**src/rtl/hazard_control_unit_if.sv**
```systemverilog
// Purpose: bundles the ID/EX hazard inputs and the stall/flush/status outputs
//          of hazard_control_unit.
// Ports (signals):
//   ID_rs, ID_rt, ID_uses_rt, ID_halt         fields of the instruction in ID
//   EX_mem_read, EX_rt, EX_branch_taken       fields of the instruction in EX
//   o_pc_write, o_if_id_write                 load enables (combinational)
//   o_if_id_flush, o_id_ex_flush              squash controls (combinational)
//   o_halted, o_stall_count, o_flush_count    registered status/counters
// Modports: master drives the hazard inputs, slave is the control unit.
interface hazard_control_unit_if #(
    parameter int unsigned NB_REG = 5,
    parameter int unsigned NB_CNT = 16
);
    logic [NB_REG-1:0] ID_rs;
    logic [NB_REG-1:0] ID_rt;
    logic              ID_uses_rt;
    logic              ID_halt;
    logic              EX_mem_read;
    logic [NB_REG-1:0] EX_rt;
    logic              EX_branch_taken;
    logic              o_pc_write;
    logic              o_if_id_write;
    logic              o_if_id_flush;
    logic              o_id_ex_flush;
    logic              o_halted;
    logic [NB_CNT-1:0] o_stall_count;
    logic [NB_CNT-1:0] o_flush_count;

    modport master (
        output ID_rs, ID_rt, ID_uses_rt, ID_halt, EX_mem_read, EX_rt, EX_branch_taken,
        input  o_pc_write, o_if_id_write, o_if_id_flush, o_id_ex_flush,
        input  o_halted, o_stall_count, o_flush_count
    );

    modport slave (
        input  ID_rs, ID_rt, ID_uses_rt, ID_halt, EX_mem_read, EX_rt, EX_branch_taken,
        output o_pc_write, o_if_id_write, o_if_id_flush, o_id_ex_flush,
        output o_halted, o_stall_count, o_flush_count
    );
endinterface

```
**src/rtl/hazard_control_unit.sv**
```systemverilog
// Purpose: pipeline hazard control. Detects load-use hazards and taken
//          branches resolved in EX, sequences HALT (freeze fetch, drain
//          EX/MEM/WB, report halted) and keeps saturating stall/flush counters.
// Ports:
//   i_clock   system clock, rising edge
//   i_reset   synchronous, active-high reset
//   bus       hazard_control_unit_if.slave; stall/flush outputs are Mealy
//             (same-cycle), o_halted and the counters are registered.
module hazard_control_unit #(
    parameter int unsigned NB_REG       = 5,
    parameter int unsigned NB_CNT       = 16,
    parameter int unsigned DRAIN_CYCLES = 3
) (
    input  logic                  i_clock,
    input  logic                  i_reset,
    hazard_control_unit_if.slave  bus
);
    localparam int unsigned NB_DRN = (DRAIN_CYCLES > 1) ? $clog2(DRAIN_CYCLES) : 1;

    typedef enum logic [1:0] {RUN, DRAIN, HALTED} state_t;

    state_t            state, state_next;
    logic [NB_DRN-1:0] drain_q, drain_next;
    logic [NB_CNT-1:0] stall_q, flush_q;
    logic              halted_q;
    logic              inc_stall, inc_flush;
    logic [NB_REG-1:0] ex_rt;
    logic              load_use;

    assign ex_rt    = bus.EX_rt;
    assign load_use = bus.EX_mem_read && (ex_rt != '0) &&
                      ((ex_rt == bus.ID_rs) || (bus.ID_uses_rt && (ex_rt == bus.ID_rt)));

    // Next state, drain count, counter strobes and Mealy stall/flush controls
    always_comb begin
        state_next        = state;
        drain_next        = drain_q;
        inc_stall         = 1'b0;
        inc_flush         = 1'b0;
        bus.o_pc_write    = 1'b1;
        bus.o_if_id_write = 1'b1;
        bus.o_if_id_flush = 1'b0;
        bus.o_id_ex_flush = 1'b0;

        unique case (state)
            RUN: begin
                if (bus.EX_branch_taken) begin
                    // load_use and halt belong to instructions being squashed
                    bus.o_if_id_flush = 1'b1;
                    bus.o_id_ex_flush = 1'b1;
                    inc_flush         = 1'b1;
                end else if (load_use) begin
                    bus.o_pc_write    = 1'b0;
                    bus.o_if_id_write = 1'b0;
                    bus.o_id_ex_flush = 1'b1;
                    inc_stall         = 1'b1;
                end else if (bus.ID_halt) begin
                    bus.o_pc_write    = 1'b0;
                    bus.o_if_id_write = 1'b0;
                    bus.o_id_ex_flush = 1'b1;
                    drain_next        = NB_DRN'(DRAIN_CYCLES - 1);
                    state_next        = DRAIN;
                end
            end
            DRAIN, HALTED: begin
                bus.o_pc_write    = 1'b0;
                bus.o_if_id_write = 1'b0;
                bus.o_id_ex_flush = 1'b1;
                if (state == DRAIN) begin
                    if (drain_q == '0) begin
                        state_next = HALTED;
                    end else begin
                        drain_next = drain_q - NB_DRN'(1);
                    end
                end
            end
            default: state_next = RUN;
        endcase

        if (i_reset) begin
            state_next        = RUN;
            drain_next        = '0;
            inc_stall         = 1'b0;
            inc_flush         = 1'b0;
            bus.o_pc_write    = 1'b0;
            bus.o_if_id_write = 1'b0;
            bus.o_if_id_flush = 1'b1;
            bus.o_id_ex_flush = 1'b1;
        end
    end

    // State, drain counter, halted flag and saturating performance counters
    always_ff @(posedge i_clock) begin
        if (i_reset) begin
            state    <= RUN;
            drain_q  <= '0;
            halted_q <= 1'b0;
            stall_q  <= '0;
            flush_q  <= '0;
        end else begin
            state    <= state_next;
            drain_q  <= drain_next;
            halted_q <= (state_next == HALTED);
            if (inc_stall && (stall_q != '1)) stall_q <= stall_q + NB_CNT'(1);
            if (inc_flush && (flush_q != '1)) flush_q <= flush_q + NB_CNT'(1);
        end
    end

    assign bus.o_halted      = halted_q;
    assign bus.o_stall_count = stall_q;
    assign bus.o_flush_count = flush_q;
endmodule

```
**src/flat_wrapper.sv**
```systemverilog
// flat-port wrapper written by rule: the top's interface ports become plain ports
module hazard_control_unit_flat 
#(
    parameter int unsigned NB_REG       = 5,
    parameter int unsigned NB_CNT       = 16,
    parameter int unsigned DRAIN_CYCLES = 3
)
  (i_clock, i_reset, bus_ID_rs, bus_ID_rt, bus_ID_uses_rt, bus_ID_halt, bus_EX_mem_read, bus_EX_rt, bus_EX_branch_taken, bus_o_pc_write, bus_o_if_id_write, bus_o_if_id_flush, bus_o_id_ex_flush, bus_o_halted, bus_o_stall_count, bus_o_flush_count);
  hazard_control_unit_if #(.NB_REG(NB_REG), .NB_CNT(NB_CNT)) bus_i ();
  input  logic i_clock;
  input  logic i_reset;
  input wire logic [$bits(bus_i.ID_rs)-1:0] bus_ID_rs;
  input wire logic [$bits(bus_i.ID_rt)-1:0] bus_ID_rt;
  input wire logic [$bits(bus_i.ID_uses_rt)-1:0] bus_ID_uses_rt;
  input wire logic [$bits(bus_i.ID_halt)-1:0] bus_ID_halt;
  input wire logic [$bits(bus_i.EX_mem_read)-1:0] bus_EX_mem_read;
  input wire logic [$bits(bus_i.EX_rt)-1:0] bus_EX_rt;
  input wire logic [$bits(bus_i.EX_branch_taken)-1:0] bus_EX_branch_taken;
  output wire logic [$bits(bus_i.o_pc_write)-1:0] bus_o_pc_write;
  output wire logic [$bits(bus_i.o_if_id_write)-1:0] bus_o_if_id_write;
  output wire logic [$bits(bus_i.o_if_id_flush)-1:0] bus_o_if_id_flush;
  output wire logic [$bits(bus_i.o_id_ex_flush)-1:0] bus_o_id_ex_flush;
  output wire logic [$bits(bus_i.o_halted)-1:0] bus_o_halted;
  output wire logic [$bits(bus_i.o_stall_count)-1:0] bus_o_stall_count;
  output wire logic [$bits(bus_i.o_flush_count)-1:0] bus_o_flush_count;
  assign bus_i.ID_rs = bus_ID_rs;
  assign bus_i.ID_rt = bus_ID_rt;
  assign bus_i.ID_uses_rt = bus_ID_uses_rt;
  assign bus_i.ID_halt = bus_ID_halt;
  assign bus_i.EX_mem_read = bus_EX_mem_read;
  assign bus_i.EX_rt = bus_EX_rt;
  assign bus_i.EX_branch_taken = bus_EX_branch_taken;
  assign bus_o_pc_write = bus_i.o_pc_write;
  assign bus_o_if_id_write = bus_i.o_if_id_write;
  assign bus_o_if_id_flush = bus_i.o_if_id_flush;
  assign bus_o_id_ex_flush = bus_i.o_id_ex_flush;
  assign bus_o_halted = bus_i.o_halted;
  assign bus_o_stall_count = bus_i.o_stall_count;
  assign bus_o_flush_count = bus_i.o_flush_count;
  hazard_control_unit #(.NB_REG(NB_REG), .NB_CNT(NB_CNT), .DRAIN_CYCLES(DRAIN_CYCLES)) u_core (.i_clock(i_clock), .i_reset(i_reset), .bus(bus_i));
endmodule
```
**config.mk**
```make
export PLATFORM = sky130hd
export DESIGN_NAME = hazard_control_unit_flat
export DESIGN_NICKNAME = d
export VERILOG_FILES = /design/src/rtl/hazard_control_unit_if.sv /design/src/rtl/hazard_control_unit.sv /design/src/flat_wrapper.sv
export SDC_FILE = /design/constraint.sdc
export NUM_CORES = 1
export LEC_CHECK = 0
export BUFFER_PORTS_ARGS = -buffer_cell sky130_fd_sc_hd__clkbuf_2
export CAP_MARGIN = 20
export CORE_MARGIN = 3
export CORE_UTILIZATION = 52
export DETAILED_ROUTE_END_ITERATION = 8
export GPL_TIMING_DRIVEN = 0
export PLACE_DENSITY = 0.91
export SLEW_MARGIN = 10
export SYNTH_ARGS = -nofsm -noshare
export SYNTH_HDL_FRONTEND = slang
export SYNTH_SLANG_ARGS = --single-unit
```
**constraint.sdc**
```tcl
create_clock -name i_clock -period 2.81 [get_ports i_clock]
set_input_delay 0.562 -clock i_clock [delete_from_list [all_inputs] [get_ports i_clock]]
set_output_delay 0.562 -clock i_clock [all_outputs]
set_load 0.03 [all_outputs]
```
==> reports/metrics.cfg <==
[placed_design]
routabilityCongestion = 0.833
portBuffers = 57
dpl_worst_slack_ns = -0.183
dp_hpwl_um = 3740

[critical_path]
crit_fanout = 4
end_kind = output port
startpoint = bus_EX_rt[0]
cp_data_required_time_ns = 2.25
path_depth = 9
crit_slowest_cell = or4_4
rrSetupSlack_ns = 0.44
timing.rr.start = u_core.state[1]
crit_buf_inv = 4
worstSetupEndpoint = bus_o_pc_write
cpPeakStageDelay_ns = 0.55
cp_top_family = simple AND/OR/NAND/NOR gates
cp.arrival_ns = 2.18
cp_cell_sequence = clkbuf_2 -> or4_4 -> o21ai_4 -> inv_2 -> nand2_2 -> nand2b_1 -> a211oi_4 -> buf_4 -> clkbuf_8
r2r_end = u_core.bus.o_stall_count[9]
crit_type = primary input to output port
startpoint_type = primary input
reg2reg_depth = 10

[routing]
route.detailed.drc = 0
drt-total-wl_um = 5020
vias_per_cell = 5.64
num_vias = 2030
drtAntennaViolNets = 0
wl_per_cell_um = 13.9
first_iter_violations = 104
first_pass_iters = 4

[sta]
finalMaxSlewViolations = 0
hold_violations = 0
fin_ws_ns = 0.0680
fmax_mhz = 365
rsz0062_at_grt = false
finalSetupViolations = 0
fin_skew_ns = 0.00612
min_period_ns = 2.74
relSlewSlack = 0.507
tightest_slew_ns = 0.732
finalCritPeriodShare = 0.976

[yosys]
synthAdderAreaFrac = 0.0422
yosys.area_share.simple = 0.284
synth-edff-count = 0
synthMuxAreaShare = 0.0205
yosys_warnings = 0
synth_xor_area_frac = 0.118
ys_types = 44
ys_async_sr_fraction = 0
ys.flop_type = dfxtp_1
ys_seq_elements = 37
yosysSeqAreaShare = 0.357
avgSynthCellArea_um2 = 8.43
syn-cell-area_um2 = 2070
synth_top_family_by_area = simple AND/OR/NAND/NOR gates
synthCells = 246
synth_compound_area_frac = 0.129
syn_nets = 274

[layout]
seq_area_um2 = 741
layout_commonest_cell = clkbuf_2
n_antenna_cell = 0
fillers = 318
drive_above_1_share = 0.266
final_cell_mix = clkbuf_2 (55), dfxtp_1 (37), nor2_1 (33)
nNetsFinal = 339
multiInputGateArea_um2 = 1270
areaGrowthSynthToFinish_pct = 23.1

[run]
maxCapViolations = 0

[cts]
clk_pin_slew_ns = 0.07
tritoncts = built
clock_latency_ns = 0.30
clk_path_buf_depth = 2
htreeDepth = 2
hold_buffers = 0
cts_made_buffers = 5
clock-sinks = 37
cts-root-buf = clkbuf_8

[global_route]
grt_pass1_wl_um = 8460
grt_usage = 0.216
grt_pass1_vias = 1904
grt_antenna_before_repair = 0
grt_max_degree = 11
gr-total-overflow = 0

[worst_hold_path]
hold_path.class = register to register

[floorplanning]
die-area_um2 = 4780
die_x_um = 69.1
io_pins = 58
rows = 22
start_util = 0.554
coreArea_um2 = 3740
die_h_um = 69.1

[pwr]
p_per_area_nw_per_um2 = 414
p_leak_nw = 1.06
power_mw = 1.06
ir_drop_mv = 0.423

[status]
status = finished clean

[synthesized netlist by cell type (all sizes together), types with 2 or more instances]
cell type	instances	share of area
or4	8	0.029
o211ai	4	0.014
and2b	2	0.0085
or3	2	0.0060
xor2	8	0.034
o21ai	6	0.014
and4	8	0.034
a21oi	11	0.027
dfxtp	37	0.36
mux2i	2	0.0097
clkbuf	5	0.0091
nand2	23	0.044
nand3	14	0.034
o31ai	4	0.014
mux2	2	0.011
ha	7	0.042
inv	11	0.020
nor2b	2	0.0060
a32o	2	0.0097
nor3	4	0.0097
nor2	33	0.060
nand4	8	0.024
and3	5	0.015
buf	4	0.015
xnor2	20	0.084
[worst min path at each step]
| stage | from | endpoint | slack, ns | cells after the start |
|---|---|---|---|---|
| 5_1_grt | u_core.bus.o_stall_count[11] | u_core.bus.o_stall_count[11] | 0.53 | 2 |
| 2_1_floorplan | u_core.drain_q[1] | u_core.drain_q[1] | 0.46 | 2 |
| 6_report | u_core.drain_q[1] | u_core.drain_q[1] | 0.49 | 2 |
| 3_5_place_dp | u_core.drain_q[1] | u_core.drain_q[1] | 0.49 | 2 |
| 4_1_cts | u_core.drain_q[1] | u_core.drain_q[1] | 0.50 | 2 |
| 3_3_place_gp | u_core.drain_q[1] | u_core.drain_q[1] | 0.47 | 2 |
[metal layers]
layer	up-vias	global-route usage	routed length [um]
met5	-	0	0
met1	952	0.257	2190
met3	8	0.0656	304
met4	0	0.0889	72
met2	65	0.360	2450
li1	1005	-	-
[final cells by class]
| cell class | instances | share of cell area |
|---|---|---|
| multi-input cells | 188 | 0.496 |
| flip-flops and latches | 37 | 0.290 |
| repair buffers | 58 | 0.119 |
| clock buffers | 8 | 0.0314 |
| well taps | 48 | 0.0235 |
| plain buffers | 9 | 0.0196 |
| inverters | 12 | 0.0196 |
[flip-flops by register name, summed over array words and instances (netlist names)]
| name | cells |
|---|---|
| u_core.drain_q | 2 |
| u_core.bus.o_stall_count | 16 |
| u_core.bus.o_flush_count | 16 |
| u_core.state | 2 |
| u_core.bus.o_halted | 1 |
[through the flow]
stage | setup TNS [ns] | hold WS, ns | util | instance area, um^2 | std cells
finish | 0 | 0.489 | 0.681 | 2550 | 360
global route | 0 | 0.533 | 0.681 | 2550 | 360
CTS | 0 | 0.499 | 0.677 | 2530 | 360
detailed placement | -0.344 | 0.488 | 0.649 | 2430 | 351
global placement | -0.195 | 0.470 | 0.649 | 2430 | 351
floorplan | 0 | 0.456 | - | 2090 | 246
[where the power goes]
group / total, mW / internal (mW) / switching [mW] / leakage (nW)
Sequential: 0.540 / 0.532 / 0.00776 / 0.299
Clock: 0.359 / 0.176 / 0.183 / 0.0395
Combinational: 0.159 / 0.0663 / 0.0927 / 0.717
Total: 1.06 / 0.774 / 0.283 / 1.06
[tightest hold or removal path, cell delays in order (launching register included)]
cell and delay [ns]:
dfxtp_1 0.30, inv_1 0.07, a221oi_1 0.07
[cells by family after synthesis]
| kind of cell | count (synthesis) |
|---|---|
| simple gates | 113 |
| compound gates | 36 |
| flops | 37 |
| mux | 4 |
| fa+ha+maj | 7 |
| xor+xnor | 28 |
| buf+inv | 21 |
[repair_timing]
item / CTS / global route
setup buffers: 1 / 0
resized for setup: 5 / 5
setup endpoints to repair: 3 / 3
pin swaps: 2 / 2
(Power assumes the default switching activity.)
